## config.mk

```make
export PLATFORM = sky130hd
export DESIGN_NAME = vpu3_ctrl
export DESIGN_NICKNAME = d
export VERILOG_FILES = /design/src/rtl/vpu3_ctrl.sv
export SDC_FILE = /design/constraint.sdc
export NUM_CORES = 1
export LEC_CHECK = 0
export ABC_AREA = 1
export CAP_MARGIN = 20
export CORE_MARGIN = 2
export CORE_UTILIZATION = 35
export DETAILED_ROUTE_END_ITERATION = 7
export PLACE_DENSITY = 0.59
export SYNTH_ARGS = -nofsm -noshare
export SYNTH_HDL_FRONTEND = slang
export SYNTH_SLANG_ARGS = --single-unit
```

## constraint.sdc

```tcl
create_clock -name clk -period 3 [get_ports clk]
set_clock_uncertainty 0.05 [all_clocks]
set_input_delay 0.6 -clock clk [delete_from_list [all_inputs] [get_ports clk]]
set_output_delay 0.6 -clock clk [all_outputs]
set_load 0.02 [all_outputs]
```

## src/rtl/vpu3_ctrl.sv

```systemverilog
// vpu3_ctrl: sequencer streaming len operands from banks A/B/C through the fixed-latency datapath into the result bank
//   Parameters: AWIDTH (address width), LWIDTH (length width), RD_LATENCY (SRAM read latency), DP_LATENCY (datapath latency)
//   Inputs : clk, rst_n (async, active-low), i_start, i_len, i_rd_base, i_wr_base, i_hold, i_dp_dout_vld (spare)
//   Outputs: o_busy, o_done, o_rd_en, o_rd_addr, o_dp_vld, o_wr_en, o_wr_addr, o_cycle_cnt
//   Build option: define VPU3_CTRL_PERF_EN to enable the saturating busy-cycle counter on o_cycle_cnt
module vpu3_ctrl #(
  parameter int AWIDTH     = 10,
  parameter int LWIDTH     = 11,
  parameter int RD_LATENCY = 1,
  parameter int DP_LATENCY = 8
) (
  input  logic              clk,
  input  logic              rst_n,
  input  logic              i_start,
  input  logic [LWIDTH-1:0] i_len,
  input  logic [AWIDTH-1:0] i_rd_base,
  input  logic [AWIDTH-1:0] i_wr_base,
  input  logic              i_hold,
  output logic              o_busy,
  output logic              o_done,
  output logic              o_rd_en,
  output logic [AWIDTH-1:0] o_rd_addr,
  output logic              o_dp_vld,
  input  logic              i_dp_dout_vld,
  output logic              o_wr_en,
  output logic [AWIDTH-1:0] o_wr_addr,
  output logic [31:0]       o_cycle_cnt
);
  typedef enum logic [1:0] {S_IDLE, S_RUN, S_DRAIN, S_DONE} state_t;
  state_t r_state, w_next;
  logic [LWIDTH-1:0] r_len, r_issued, r_written;
  logic [AWIDTH-1:0] r_rd_addr, r_wr_addr;
  logic [RD_LATENCY-1:0] r_rd_sr;
  logic [DP_LATENCY-1:0] r_dp_sr;
  logic w_start, w_last_rd, w_last_wr, w_unused;
  assign w_unused  = i_dp_dout_vld;
  assign w_start   = (r_state == S_IDLE) && i_start;
  assign w_last_rd = o_rd_en && (r_issued == r_len - LWIDTH'(1));
  assign w_last_wr = o_wr_en && (r_written == r_len - LWIDTH'(1));
  always_ff @(posedge clk or negedge rst_n)
    if (!rst_n) r_state <= S_IDLE;
    else        r_state <= w_next;
  always_comb begin
    w_next = r_state;
    case (r_state)
      S_IDLE:  if (i_start) w_next = (i_len == '0) ? S_DONE : S_RUN;
      S_RUN:   if (w_last_rd) w_next = S_DRAIN;
      S_DRAIN: if (w_last_wr) w_next = S_DONE;
      default: w_next = S_IDLE;
    endcase
  end
  // the read strobe follows i_hold in the same cycle so a bubble costs exactly one slot
  always_comb begin
    o_busy  = (r_state == S_RUN) || (r_state == S_DRAIN);
    o_done  = r_state == S_DONE;
    o_rd_en = (r_state == S_RUN) && !i_hold;
  end
  always_ff @(posedge clk or negedge rst_n)
    if (!rst_n) begin
      r_len     <= '0;
      r_issued  <= '0;
      r_written <= '0;
      r_rd_addr <= '0;
      r_wr_addr <= '0;
      r_rd_sr   <= '0;
      r_dp_sr   <= '0;
    end else begin
      if (w_start) begin
        r_len     <= i_len;
        r_issued  <= '0;
        r_written <= '0;
        r_rd_addr <= i_rd_base;
        r_wr_addr <= i_wr_base;
      end else begin
        if (o_rd_en) begin
          r_issued  <= r_issued + LWIDTH'(1);
          r_rd_addr <= r_rd_addr + AWIDTH'(1);
        end
        if (o_wr_en) begin
          r_written <= r_written + LWIDTH'(1);
          r_wr_addr <= r_wr_addr + AWIDTH'(1);
        end
      end
      r_rd_sr[0] <= o_rd_en;
      for (int i = 1; i < RD_LATENCY; i++) r_rd_sr[i] <= r_rd_sr[i-1];
      r_dp_sr[0] <= r_rd_sr[RD_LATENCY-1];
      for (int i = 1; i < DP_LATENCY; i++) r_dp_sr[i] <= r_dp_sr[i-1];
    end
  assign o_rd_addr = r_rd_addr;
  assign o_wr_addr = r_wr_addr;
  assign o_dp_vld  = r_rd_sr[RD_LATENCY-1];
  assign o_wr_en   = r_dp_sr[DP_LATENCY-1];
`ifdef VPU3_CTRL_PERF_EN
  logic [31:0] r_cycle_cnt;
  always_ff @(posedge clk or negedge rst_n)
    if (!rst_n)                       r_cycle_cnt <= '0;
    else if (w_start)                 r_cycle_cnt <= '0;
    else if (o_busy && ~&r_cycle_cnt) r_cycle_cnt <= r_cycle_cnt + 32'(1);
  assign o_cycle_cnt = r_cycle_cnt;
`else
  assign o_cycle_cnt = '0;
`endif
endmodule

```

==> metrics.cfg <==
[outcome]
status=complete, no violations

[timing]
clock.fmax_mhz=379
grt_setup_unrepaired=no
holdWs_ns=0.207
layout_setup_ws_ns=0.359
min_period_ns=2.64
max_slew_margin=0.627
fin_crit_sh=0.880
hold_viol=0
drv_slew=0
setup_violations=0
fin_tns_setup_ns=0
worst_slew_pin_slew_ns=0.557

[global_routing]
use_met1=0.207
grt_util_all_layers=0.163
antenna_found_initial=0
grt_pass1_vias=3627
top_usage_layer=met2
overflow=0
grt.met2_usage=0.274
grt_start_max_net_pins=65
met3_usage=0.0416
grt_pass1_wl_um=16700

[cells_and_area]
layout-drive-gt1-share=0.0738
final_cell_area_um2=4940
fin_nets=652
fin_cells=753
syn2layout_area_growth_pct=22.9
n_antenna_cell=0
finish.utilization=0.437

[synthesis]
synth-seq-cells=64
synth-edff-count=0
ys_top_cells_by_count=nand2_1, dfrtp_1, inv_1, nand3_1, nor2_1
yosysMostFrequentCell=nand2_1
synth.top_cell.area_share=0.398
ys_types=36
ys_warn_count=0
async_flop_share=1.00
syn-cell-area_um2=4020
ys_top_cells_by_area=dfrtp_1, nand2_1, nand3_1
seq_area_frac_synth=0.398
yosys.area.top_type=dfrtp_1
syn_area_per_cell_um2=7.41
ys_dominant_reg_cell=dfrtp_1
synthCells=543

[job]
cap_violations=0

[placement]
place_inst=738
placed_area_um2=4660
port_buffers=59
place_hpwl_um=7230
dp_slack_ns=0.379
gp_congestion=0.845

[die]
rows=39
die_h_um=111
start_util=0.355
die-area_um2=12400
die_x_um=111
ios=93
core_um2=11300

[clocking]
cts_tree=built
cts_sinks=64
ctsLongestPathBuffers=2
clk_pin_slew_ns=0.05
cts-buffers-inserted=9
clock_latency_ns=0.33
post_cts_resized=0
cts-root-buf=clkbuf_16
htree_levels=3
postCtsSetupRepairBufs=0
cts_hold_buf=0

[route]
first_pass_iters=5
vias_per_cell=4.88
wl_per_cell_um=13.1
totalWireLength_um=9850
antenna_left=0
drt-initial-drc-count=201
drc=0
vias=3673

[critical_path]
cp_cell_sequence=inv_1, ha_1, inv_1, nor2_2, clkdlybuf4s50_1
worst_setup_path_end_kind=primary output
crit_top_cell=inv_1
cp_max_fo=5
crit_type=reg2out
worst_path_largest_cell_delay_ns=0.69
crit_required_ns=2.35
worstPathArrival_ns=1.99
cp_slowest_cell=clkdlybuf4s50_1
cp-start-kind=register

[power_and_ir_drop]
powerDensity_nw_per_um2=944
peakVddDrop_mv=0.397
leakagePower_nw=2.30
finalPower_mw=4.67

[min_path]
hold_class=in2async

-- worst max-delay path, delay by kind of cell (launching register included) --
family	cells	cell delay, ns
DFF	1	0.42
buffers and inverters	3	0.85
adders and majority gates	1	0.19
and+or+nand+nor	1	0.22
-- area by class of cell --
cell class	count	area (um^2)
multi-input cells	400	1990
well taps	143	179
repair buffers	63	628
clock buffers	10	229
flip-flops and latches	64	1600
inverters	68	255
clock inverters	5	58.8
fillers	1169	6380
-- metal layers --
metal,vias up,share of wire,wire [um]
met1,1712,0.46,4520
li1,1844,-,-
met4,0,0.0089,88
met3,12,0.053,523
met5,-,0,0
met2,105,0.48,4720
-- logic make-up after synthesis --
logic type	after synthesis	synth area share
AO/OA/AOI/OAI	91	0.125
XOR/XNOR	3	0.00653
adder cells (fa/ha/maj)	10	0.0311
buffers and inverters	110	0.136
flip-flops	64	0.398
other	1	0.000932
AND/OR/NAND/NOR	264	0.303
-- worst paths after layout --
kind | startpoint | slack [ns] | to | depth (start not counted)
setup reg to reg | r_len[0]$_DFFE_PN0P_ | 0.68 | r_state[1]$_DFFE_PN0P_ | 15
max in group asynchronous | rst_n | 2.35 | r_written[4]$_DFFE_PN0P_ | 2
setup / recovery | r_state[1]$_DFFE_PN0P_ | 0.36 | o_rd_en | 5
hold reg to reg | r_dp_sr[3]$_DFF_PN0_ | 0.30 | r_dp_sr[4]$_DFF_PN0_ | 0
hold / removal | rst_n | 0.21 | r_written[10]$_DFFE_PN0P_ | 2
min in group clk | r_dp_sr[3]$_DFF_PN0_ | 0.30 | r_dp_sr[4]$_DFF_PN0_ | 0
-- power breakdown --
| part | internal [mW] | leakage [nW] | switching (mW) |
|---|---|---|---|
| Sequential | 1.14 | 0.810 | 0.302 |
| Clock | 0.638 | 0.135 | 0.381 |
| Combinational | 0.837 | 1.35 | 1.37 |
| Total | 2.61 | 2.30 | 2.06 |
-- sequential cells by signal (all words and copies together), names as in the netlist --
signal,cells
o_rd_addr,10
o_wr_addr,10
r_written,11
r_len,11
r_issued,11
r_dp_sr,8
o_dp_vld,1
r_state,2
-- placed cells by master (no fill, tap or decap), types with 4 or more instances in the layout --
cell type | synthesis | layout
o21ai_0 | 41 | 41
dfrtp_1 | 64 | 64
nor2_1 | 46 | 46
inv_1 | 64 | 64
o21ai_1 | 4 | 4
nor2_2 | 5 | 5
ha_1 | 10 | 10
nand2_2 | 7 | 7
o211ai_1 | 8 | 8
nand2_1 | 122 | 122
conb_1 | 1 | 32
nor4_1 | 4 | 4
nand4_1 | 4 | 4
clkdlybuf4s50_1 | 0 | 58
nand3_1 | 55 | 55
a31oi_1 | 7 | 7
nor3_1 | 7 | 7
clkbuf_16 | 0 | 9
a21oi_1 | 23 | 23
No activity file was read; power rests on OpenSTA's default activity.
